### config.mk
export PLATFORM = sky130hd
export DESIGN_NAME = e203_irq_inject_ctrl_flat
export DESIGN_NICKNAME = d
export VERILOG_FILES = /design/src/rtl/e203_irq_inject_pkg.sv /design/src/rtl/e203_irq_inject_if.sv /design/src/rtl/e203_irq_inject_src.sv /design/src/rtl/e203_irq_inject_ctrl.sv /design/src/flat_wrapper.sv
export SDC_FILE = /design/constraint.sdc
export NUM_CORES = 1
export LEC_CHECK = 0
export ABC_CLOCK_PERIOD_IN_PS = 3000
export CAP_MARGIN = 20
export CELL_PAD_IN_SITES_DETAIL_PLACEMENT = 1
export CELL_PAD_IN_SITES_GLOBAL_PLACEMENT = 2
export CORE_ASPECT_RATIO = 1.4
export CORE_MARGIN = 10
export CORE_UTILIZATION = 26
export CTS_CLUSTER_DIAMETER = 200
export DETAILED_ROUTE_END_ITERATION = 7
export GPL_TIMING_DRIVEN = 0
export PLACE_DENSITY = 0.84
export SLEW_MARGIN = 20
export SYNTH_ARGS = -nofsm -noshare
export SYNTH_HDL_FRONTEND = slang
export SYNTH_SLANG_ARGS = --single-unit
### constraint.sdc
create_clock -name clk -period 3 [get_ports clk]
set_input_delay 0.6 -clock clk [delete_from_list [all_inputs] [get_ports clk]]
set_output_delay 0.6 -clock clk [all_outputs]
set_load 0.005 [all_outputs]
### src/rtl/e203_irq_inject_pkg.sv
// Shared types, constants and helpers for the E203 interrupt-injection scheduler.
package e203_irq_inject_pkg;

   typedef enum logic [1:0] {
      INJ_IDLE   = 2'd0,
      INJ_WAIT   = 2'd1,
      INJ_ASSERT = 2'd2,
      INJ_STOP   = 2'd3
   } inj_state_e;

   localparam logic [15:0] LFSR_TAPS = 16'hB400;

   // Each source sees the shared LFSR word through its own rotation
   localparam int unsigned ROT_EXT = 0;
   localparam int unsigned ROT_SFT = 5;
   localparam int unsigned ROT_TMR = 10;

   function automatic logic [15:0] lfsr_step(input logic [15:0] l);
      return {1'b0, l[15:1]} ^ (l[0] ? LFSR_TAPS : 16'h0000);
   endfunction

   function automatic logic [15:0] rotl16(input logic [15:0] v, input int unsigned amt);
      logic [31:0] dbl;
      dbl = {v, v} << amt;
      return dbl[31:16];
   endfunction

endpackage

### src/rtl/e203_irq_inject_if.sv
// Commit bus from the core plus the three IRQ lines driven back into the subsystem.
interface e203_irq_inject_if #(
   parameter int unsigned PC_SIZE = 32
);
   logic               cmt_valid;
   logic [PC_SIZE-1:0] cmt_pc;
   logic               ext_irq_o;
   logic               sft_irq_o;
   logic               tmr_irq_o;

   modport master (
      output cmt_valid, cmt_pc,
      input  ext_irq_o, sft_irq_o, tmr_irq_o
   );

   modport slave (
      input  cmt_valid, cmt_pc,
      output ext_irq_o, sft_irq_o, tmr_irq_o
   );
endinterface

### src/rtl/e203_irq_inject_src.sv
// One injection source: sequencing FSM, delay down-counter and registered IRQ.
//
// state      | meaning
// INJ_IDLE   | disarmed; loads a fresh delay as soon as enable is seen
// INJ_WAIT   | counting the delay down; raises the IRQ when it reaches 1
// INJ_ASSERT | IRQ high until the handler-exit PC commits
// INJ_STOP   | tohost limit exceeded; parked until reset
module e203_irq_inject_src
   import e203_irq_inject_pkg::*;
#(
   parameter int unsigned DLY_W = 10,
   parameter int unsigned ROT   = 0
) (
   input  logic        clk,
   input  logic        rst_n,
   input  logic        enable,
   input  logic        stop,
   input  logic        ack,
   input  logic [15:0] lfsr,
   output logic        irq,
   output logic        busy
);

   inj_state_e       state_q, state_nxt;
   logic [DLY_W-1:0] cnt_q, cnt_nxt;
   logic [DLY_W-1:0] dly_field, dly_load;
   logic             irq_d;

   assign dly_field = DLY_W'(rotl16(lfsr, ROT));
   assign dly_load  = (dly_field == '0) ? DLY_W'(1) : dly_field;

   always_ff @(posedge clk or negedge rst_n) begin
      if (!rst_n) begin
         state_q <= INJ_IDLE;
         cnt_q   <= '0;
         irq     <= 1'b0;
      end else begin
         state_q <= state_nxt;
         cnt_q   <= cnt_nxt;
         irq     <= irq_d;
      end
   end

   always_comb begin
      state_nxt = state_q;
      cnt_nxt   = cnt_q;
      unique case (state_q)
         INJ_IDLE: begin
            if (enable) begin
               state_nxt = INJ_WAIT;
               cnt_nxt   = dly_load;
            end
         end
         INJ_WAIT: begin
            if (stop)                      state_nxt = INJ_STOP;
            else if (!enable)              state_nxt = INJ_IDLE;
            else if (cnt_q == DLY_W'(1))   state_nxt = INJ_ASSERT;
            else                           cnt_nxt   = cnt_q - DLY_W'(1);
         end
         // Only the ack can end an assertion; stop/enable are deferred to it
         INJ_ASSERT: begin
            if (ack) begin
               if (stop)         state_nxt = INJ_STOP;
               else if (!enable) state_nxt = INJ_IDLE;
               else begin
                  state_nxt = INJ_WAIT;
                  cnt_nxt   = dly_load;
               end
            end
         end
         INJ_STOP: state_nxt = INJ_STOP;
         default:  state_nxt = INJ_IDLE;
      endcase
   end

   always_comb begin
      irq_d = (state_nxt == INJ_ASSERT);
      busy  = (state_q == INJ_WAIT) || (state_q == INJ_ASSERT) ||
              ((state_q == INJ_IDLE) && enable);
   end

endmodule

### src/rtl/e203_irq_inject_ctrl.sv
// Interrupt-injection scheduler top: shared LFSR, cycle/tohost counters, stop and done.
module e203_irq_inject_ctrl
   import e203_irq_inject_pkg::*;
#(
   parameter int unsigned PC_SIZE   = 32,
   parameter int unsigned DLY_W     = 10,
   parameter int unsigned STOP_CNT  = 32,
   parameter logic [15:0] LFSR_SEED = 16'hACE1
) (
   input  logic               clk,
   input  logic               rst_n,
   input  logic               enable,
   e203_irq_inject_if.slave   bus,
   input  logic [PC_SIZE-1:0] tohost_pc,
   input  logic [PC_SIZE-1:0] ext_ack_pc,
   input  logic [PC_SIZE-1:0] sft_ack_pc,
   input  logic [PC_SIZE-1:0] tmr_ack_pc,
   output logic [31:0]        tohost_cnt_o,
   output logic [31:0]        cycle_cnt_o,
   output logic [31:0]        first_tohost_cycle_o,
   output logic               done_o
);

   // An all-zero seed would lock the LFSR up
   localparam logic [15:0] SEED_EFF = (LFSR_SEED == 16'h0000) ? 16'h0001 : LFSR_SEED;
   localparam logic [31:0] STOP_LIM = 32'(STOP_CNT);

   logic [15:0] lfsr_q;
   logic        stop;
   logic        tohost_hit;
   logic        ext_ack, sft_ack, tmr_ack;
   logic        ext_irq, sft_irq, tmr_irq;
   logic        ext_busy, sft_busy, tmr_busy;

   assign tohost_hit = bus.cmt_valid && (bus.cmt_pc == tohost_pc);
   assign ext_ack    = bus.cmt_valid && (bus.cmt_pc == ext_ack_pc);
   assign sft_ack    = bus.cmt_valid && (bus.cmt_pc == sft_ack_pc);
   assign tmr_ack    = bus.cmt_valid && (bus.cmt_pc == tmr_ack_pc);
   assign stop       = (tohost_cnt_o > STOP_LIM);

   always_ff @(posedge clk or negedge rst_n) begin
      if (!rst_n) begin
         lfsr_q               <= SEED_EFF;
         cycle_cnt_o          <= '0;
         tohost_cnt_o         <= '0;
         first_tohost_cycle_o <= '0;
      end else begin
         lfsr_q      <= lfsr_step(lfsr_q);
         cycle_cnt_o <= cycle_cnt_o + 32'd1;
         if (tohost_hit) begin
            if (tohost_cnt_o == '0) first_tohost_cycle_o <= cycle_cnt_o;
            if (tohost_cnt_o != '1) tohost_cnt_o <= tohost_cnt_o + 32'd1;
         end
      end
   end

   e203_irq_inject_src #(.DLY_W(DLY_W), .ROT(ROT_EXT)) u_ext (
      .clk    (clk),
      .rst_n  (rst_n),
      .enable (enable),
      .stop   (stop),
      .ack    (ext_ack),
      .lfsr   (lfsr_q),
      .irq    (ext_irq),
      .busy   (ext_busy)
   );

   e203_irq_inject_src #(.DLY_W(DLY_W), .ROT(ROT_SFT)) u_sft (
      .clk    (clk),
      .rst_n  (rst_n),
      .enable (enable),
      .stop   (stop),
      .ack    (sft_ack),
      .lfsr   (lfsr_q),
      .irq    (sft_irq),
      .busy   (sft_busy)
   );

   e203_irq_inject_src #(.DLY_W(DLY_W), .ROT(ROT_TMR)) u_tmr (
      .clk    (clk),
      .rst_n  (rst_n),
      .enable (enable),
      .stop   (stop),
      .ack    (tmr_ack),
      .lfsr   (lfsr_q),
      .irq    (tmr_irq),
      .busy   (tmr_busy)
   );

   assign bus.ext_irq_o = ext_irq;
   assign bus.sft_irq_o = sft_irq;
   assign bus.tmr_irq_o = tmr_irq;

   assign done_o = stop && !(ext_busy || sft_busy || tmr_busy);

endmodule

### src/flat_wrapper.sv
// flat-port wrapper written by rule: the top's interface ports become plain ports
module e203_irq_inject_ctrl_flat import e203_irq_inject_pkg::*;
#(
   parameter int unsigned PC_SIZE   = 32,
   parameter int unsigned DLY_W     = 10,
   parameter int unsigned STOP_CNT  = 32,
   parameter logic [15:0] LFSR_SEED = 16'hACE1
)
  (clk, rst_n, enable, tohost_pc, ext_ack_pc, sft_ack_pc, tmr_ack_pc, tohost_cnt_o, cycle_cnt_o, first_tohost_cycle_o, done_o, bus_cmt_valid, bus_cmt_pc, bus_ext_irq_o, bus_sft_irq_o, bus_tmr_irq_o);
  e203_irq_inject_if #(.PC_SIZE(PC_SIZE)) bus_i ();
  input  logic clk;
  input  logic rst_n;
  input  logic enable;
  input  logic [PC_SIZE-1:0] tohost_pc;
  input  logic [PC_SIZE-1:0] ext_ack_pc;
  input  logic [PC_SIZE-1:0] sft_ack_pc;
  input  logic [PC_SIZE-1:0] tmr_ack_pc;
  output logic [31:0] tohost_cnt_o;
  output logic [31:0] cycle_cnt_o;
  output logic [31:0] first_tohost_cycle_o;
  output logic done_o;
  input wire logic [$bits(bus_i.cmt_valid)-1:0] bus_cmt_valid;
  input wire logic [$bits(bus_i.cmt_pc)-1:0] bus_cmt_pc;
  output wire logic [$bits(bus_i.ext_irq_o)-1:0] bus_ext_irq_o;
  output wire logic [$bits(bus_i.sft_irq_o)-1:0] bus_sft_irq_o;
  output wire logic [$bits(bus_i.tmr_irq_o)-1:0] bus_tmr_irq_o;
  assign bus_i.cmt_valid = bus_cmt_valid;
  assign bus_i.cmt_pc = bus_cmt_pc;
  assign bus_ext_irq_o = bus_i.ext_irq_o;
  assign bus_sft_irq_o = bus_i.sft_irq_o;
  assign bus_tmr_irq_o = bus_i.tmr_irq_o;
  e203_irq_inject_ctrl #(.PC_SIZE(PC_SIZE), .DLY_W(DLY_W), .STOP_CNT(STOP_CNT), .LFSR_SEED(LFSR_SEED)) u_core (.clk(clk), .rst_n(rst_n), .enable(enable), .bus(bus_i), .tohost_pc(tohost_pc), .ext_ack_pc(ext_ack_pc), .sft_ack_pc(sft_ack_pc), .tmr_ack_pc(tmr_ack_pc), .tohost_cnt_o(tohost_cnt_o), .cycle_cnt_o(cycle_cnt_o), .first_tohost_cycle_o(first_tohost_cycle_o), .done_o(done_o));
endmodule
# ---- Word-level counts from Yosys, hierarchy flattened
# Cells that the tools add are included.
# W data, S select, Z words.
dict set report word_totals {
  register_bits 151
  input_bits 164
  elab_cells 132
}
dict set report op_classes {
  addsub 5
  n_lt_le_gt_ge 1
  n_eq_ne 35
  mux 45
  bitwise_logic 1
  n_reduce_logical 32
}
# operator n
set op_table {}
lappend op_table {{$mux W10} 21}
lappend op_table {{$eq A32 B32 Y1} 4}
lappend op_table {{$pmux W10 S3} 3}
lappend op_table {{$add A32 B1 Y32 const B} 2}
lappend op_table {{$gt A32 B6 Y1 const B} 1}
lappend op_table {{$logic_not A32 Y1} 1}
lappend op_table {{$mux W2} 16}
lappend op_table {{$ne A32 B32 Y1 const B} 1}
lappend op_table {{$eq A10 B1 Y1 const B} 3}
lappend op_table {{$logic_not A10 Y1} 3}
lappend op_table {{$sub A10 B1 Y10 const B} 3}
lappend op_table {{$ne A2 B2 Y1 const B} 12}
lappend op_table {{$pmux W2 S4} 3}
lappend op_table {{$eq A2 B2 Y1 const B} 9}
lappend op_table {{$reduce_and A6 Y1} 3}
lappend op_table {{$mux W16} 1}
lappend op_table {{$xor A15 B16 Y16} 1}
lappend op_table {{$reduce_bool A3 Y1} 3}
lappend op_table {{$logic_and A1 B1 Y1} 8}
lappend op_table {{$logic_or A1 B1 Y1} 8}
lappend op_table {{$eq A2 B1 Y1 const B} 3}
lappend op_table {{$logic_not A2 Y1} 3}
lappend op_table {{$ne A2 B1 Y1 const B} 3}
lappend op_table {{$reduce_and A2 Y1} 2}
lappend op_table {{other kinds (2)} 2}

# ---- Longest topological paths before layout
dict set report depth {
  depth_word 7
  ltp_mapped 12
}

# ---- Hierarchy
# A second synthesis with hierarchy kept.
dict set report unflattened {
  hier_cells 933
  area_unflattened_um2 9584.2
}
# mod n_inst cells_per_inst area_each_um2 seq_area_each_um2
set modules_own_cells {}
lappend modules_own_cells {e203_irq_inject_ctrl 1 579 6513.7 2812.7}
lappend modules_own_cells {{e203_irq_inject_src (u_core.u_ext ...)} 2 121 1037.2 325.3}
lappend modules_own_cells {{e203_irq_inject_src (u_core.u_tmr)} 1 112 996.0 325.3}

# ---- Worst setup path before layout
# OpenSTA, ideal clock, no wires.
dict set report synth_timing {
  kind {flip-flop to flip-flop}
  start {reg u_core.tohost_cnt_o[0]}
  end {reg u_core.u_sft.cnt_q[3]}
  setup_time_ns 0.121
  arrival_time_ns 2.699
  setup_slack_ns 0.180
  stages_incl_launch_ff 12
  n_path_buf 3
  period_less_slack_ns 2.820
  path_cell_list {dfrtp_1 > inv_1 > ha_1 > or4b_1 > and2_1 > or3_1 > buf_2 > o21a_1 > a2111o_1 > buf_6 > buf_8 > o22a_1}
}
dict set report synth_between {
  elab_chain_cells 3
}
# item line_no
set synth_rtl {}
lappend synth_rtl {{from (decl)} e203_irq_inject_ctrl.sv:18} ;# output logic [31:0] tohost_cnt_o,
lappend synth_rtl {{from (signal assigned)} e203_irq_inject_ctrl.sv:52} ;# if (tohost_cnt_o != '1) tohost_cnt_o <= tohost_cnt_o + 32'd1;
lappend synth_rtl {{$gt A32 B6 Y1 *} e203_irq_inject_ctrl.sv:39} ;# assign stop = (tohost_cnt_o > STOP_LIM);
lappend synth_rtl {{$ne A2 B2 Y1 (no line)} n/a}
lappend synth_rtl {{$reduce_and A6 Y1 (no line) *} n/a}
lappend synth_rtl {{to (signal assigned)} e203_irq_inject_src.sv:39} ;# cnt_q <= cnt_nxt;
lappend synth_rtl {{to (decl)} e203_irq_inject_src.sv:25} ;# logic [DLY_W-1:0] cnt_q, cnt_nxt;
# Mark *: on every way between the ends. The rest lies on a longest branch, timed or not.
# A chain may end at the register's enable or synchronous reset.

# ---- Final worst setup path
dict set report layout_timing {
  start {in bus_cmt_pc[7]}
  end {reg u_core.first_tohost_cycle_o[31]}
}
dict set report layout_between {
  elab_chain_cells 3
}
# item line_no
set layout_rtl {}
lappend layout_rtl {{from (decl)} flat_wrapper.sv:23} ;# input wire logic [$bits(bus_i.cmt_pc)-1:0] bus_cmt_pc;
lappend layout_rtl {{$eq A32 B32 Y1} e203_irq_inject_ctrl.sv:35} ;# assign tohost_hit = bus.cmt_valid && (bus.cmt_pc == tohost_pc);
lappend layout_rtl {{$logic_and A1 B1 Y1} e203_irq_inject_ctrl.sv:35}
lappend layout_rtl {{$reduce_and A2 Y1 (no line)} n/a}
lappend layout_rtl {{to (signal assigned)} e203_irq_inject_ctrl.sv:51} ;# if (tohost_cnt_o == '0) first_tohost_cycle_o <= cycle_cnt_o;
lappend layout_rtl {{to (decl)} e203_irq_inject_ctrl.sv:20} ;# output logic [31:0] first_tohost_cycle_o,
# No other way between the ends.

==> impl_metrics.ini <==
[die]
core_area_um2 = 33210
fp.dieW_um = 175.0
start_util_pct = 26.33
pin_count = 264
die_h_um = 237.0
rows = 79
dieArea_um2 = 41480

[global_routing]
grt_max_degree = 81
grt_overflow = 0
grt_pass1_wl_mm = 53.30
grt_antenna_before_repair = 0
first_global_vias = 8769
track_usage_pct = 16.38

[timing]
slew_headroom_pct = 41.36
post-route-worst-setup-slack_ns = 0.03989
min_period_ns = 2.960
hold_viol = 0
slew_violations = 0
finClkSkew_ns = 0.01230
holdWs_ns = 0.1347
period_share_pct = 98.67
worst_slew_pin_slew_ns = 0.8715
setup_viol = 0
fmax_mhz = 337.8
rsz0062_at_grt = true

[detailed_routing]
first_pass_iters = 6
drcViolationCount = 0
wl_mm = 34.74
wl_per_cell_um = 21.24
routed_via_density = 4.883
drt_iter0_markers = 320
via_count = 7984
ant_nets = 0

[synthesis]
yosysMostFrequentCell = dfrtp_1
async_reset_ff_share_pct = 100.0
synth_top_area_cell = dfrtp_1
yosysUniqueCellTypes = 59
seq_area_frac_synth_pct = 43.32
yosys-top-cells-count = dfrtp_1 (143), xor2_1 (124), nand2_1 (69)
synth-seq-cells = 151
synth_nets = 1068
synthTopCellsByArea = dfrtp_1 (41%), xor2_1 (12%), xnor2_1 (6.8%)
synth.avg_cell_area_um2 = 9.939
syn_inst = 880
yosysWarnings = 0
synth_top_area_share_pct = 40.92
syn_area_um2 = 8746
synth_top_flop_cell = dfrtp_1
synth_edf_count = 0

[power_and_ir_drop]
internal_power_mw = 4.303
total_power_mw = 6.621
p_leak_nw = 5.480
vdd.ir_drop.worst_v = 0.0003918
power_frac_clock_pct = 31.1
switchingPower_mw = 2.318
switching_share_pct = 35.01
power_density_nw_per_um2 = 512.5
combPwrFrac_pct = 31.0
p_seq_share_pct = 37.9

[worst_setup_path]
crit_path_end_kind = register
r2r_setup_slack_ns = 0.05
slowest_delay_ns = 0.61
crit_arrival_ns = 3.28
cpMaxStageDelayCell = clkdlybuf4s50_1
worstPathRequired_ns = 3.32
r2r-end = u_core.u_ext.cnt_q[1]$_DFFE_PN0P_
rr_startpoint = u_core.tohost_cnt_o[0]$_DFFE_PN0P_
cp_max_fo = 10
rr_worst_depth = 11
path_cells = clkdlybuf4s50_1 > xor2_1 > nor4_4 > nand4_1 > nor3_4 > nand2_1 > clkbuf_2 > mux2_2
start_kind = primary input
crit_type = primary input to register

[clock_network]
cts_sinks = 151
clk_pin_slew_worst_paths_ns = 0.06
cts_buffers = 17
cts_max_level = 4
clk_latency_ns = 0.44
hold_buffers = 0
cts_root_buf = clkbuf_16
cts_tree = built
cts.path.max_buffers = 2

[placed_design]
dp.cells = 1589
dpl-instance-area_um2 = 11970
dpl.hpwl_mm = 27.41
io_buffer_count = 263
place_ws_ns = -1.498
gp_congestion = 0.9173

[run_status]
status = complete, no violations

[hold_path]
hp-class = primary input to async pin

[finish]
layout.nets = 1367
num_antenna_cells = 0
area_growth_pct = 47.70
stdcell_count = 1635
final_area_um2 = 12920
drive_gt1_share_pct = 11.60

[job]
drv_cap = 0
## worst max-delay path, delay by kind of cell
family / cells / cell delay [ns]
AND/OR/NAND/NOR: 4 / 1.16
buffers and inverters: 2 / 0.91
multiplexers: 1 / 0.32
XOR/XNOR: 1 / 0.28
## power groups by stage
stage | Clock [mW] | Combinational (mW) | Sequential (mW)
2_1_floorplan | 0 | 1.28 | 2.46
3_3_place_gp | 0 | 1.91 | 2.53
3_5_place_dp | 0 | 1.99 | 2.53
4_1_cts | 2.13 | 2.04 | 2.50
5_1_grt | 2.20 | 2.30 | 2.55
6_report | 2.06 | 2.05 | 2.51
## registers in the layout (all words and copies together), names as in the netlist
signal and flops:
u_core.u_sft.state_q 2, u_core.u_ext.irq 1, u_core.cycle_cnt_o 32, u_core.u_tmr.state_q 2, u_core.u_sft.irq 1, u_core.u_sft.cnt_q 10, u_core.tohost_cnt_o 32, u_core.lfsr_q 16
u_core.u_tmr.irq 1, u_core.u_ext.state_q 2, u_core.first_tohost_cycle_o 32, u_core.u_ext.cnt_q 10, u_core.u_tmr.cnt_q 10
## how the worst max path moves through the flow
stage                                                   to                               start  slack, ns
2_1_floorplan            u_core.u_sft.cnt_q[3]$_DFFE_PN0P_  u_core.tohost_cnt_o[0]$_DFFE_PN0P_       0.18
3_3_place_gp   u_core.first_tohost_cycle_o[15]$_DFFE_PN0P_                               rst_n      -5.25
3_5_place_dp           u_core.tohost_cnt_o[17]$_DFFE_PN0P_                      bus_cmt_pc[18]      -1.50
4_1_cts                                             done_o  u_core.tohost_cnt_o[0]$_DFFE_PN0P_      -0.03
5_1_grt                  u_core.u_ext.cnt_q[1]$_DFFE_PN0P_  u_core.tohost_cnt_o[0]$_DFFE_PN0P_      -0.07
6_report       u_core.first_tohost_cycle_o[31]$_DFFE_PN0P_                       bus_cmt_pc[7]       0.04
## layer usage
layer	vias to the layer above	track usage, %	share of wire, %
met5	-	0	0
met4	0	5.870	2.9
met3	34	3.902	5.1
met2	239	31.01	54
met1	3983	17.06	38
li1	3728	-	-
## what timing repair did
action / in CTS / in global routing
resized for setup: 52 / 21
cloned: 1 / 1
endpoints found under the setup margin: 103 / 73
pin swaps: 5 / 6
setup buffers: 10 / 6
## through the flow
step	TNS (ns)	util, %
after global routing	-0.5419	38.89
after global placement	-872.01	35.94
after floorplan	0	-
after CTS	-0.08990	38.52
final	0	38.89
after detailed placement	-99.54	36.03
## logic make-up after synthesis
logic type | Yosys count | synth area share (%)
flops | 151 | 43.32
mux | 37 | 4.692
buf+inv | 53 | 2.589
xor+xnor | 192 | 19.23
simple gates | 304 | 18.03
fa+ha+maj | 24 | 3.433
compound gates | 119 | 8.713
## cell type report
type	count	area (um2)
Fill cell	3746	20290
Multi-Input combinational cell	676	4967
Inverter	25	93.84
Timing Repair Buffer	282	2818
Tap cell	445	556.8
Clock inverter	12	121.4
Buffer	26	142.6
Sequential cell	151	3789
Clock buffer	18	429.2
## cells in the final DEF, fill, tap and decap left out, types with 7 or more instances in the layout
master             n
a21oi_1           29
and3_1            20
buf_4             14
clkbuf_1          15
clkbuf_16         17
clkdlybuf4s50_1  254
dfrtp_1          143
dfstp_2            8
ha_1              23
inv_1             23
mux2_2            32
nand2_1           69
nand3_1           51
nand4_1           26
nor2_1            31
nor2b_1            7
nor3_1            25
nor4_1            32
nor4_2             8
o21ai_0           22
o22ai_1           10
or3_1              7
xnor2_1           65
xor2_1           124
(Power assumes the default switching activity.)
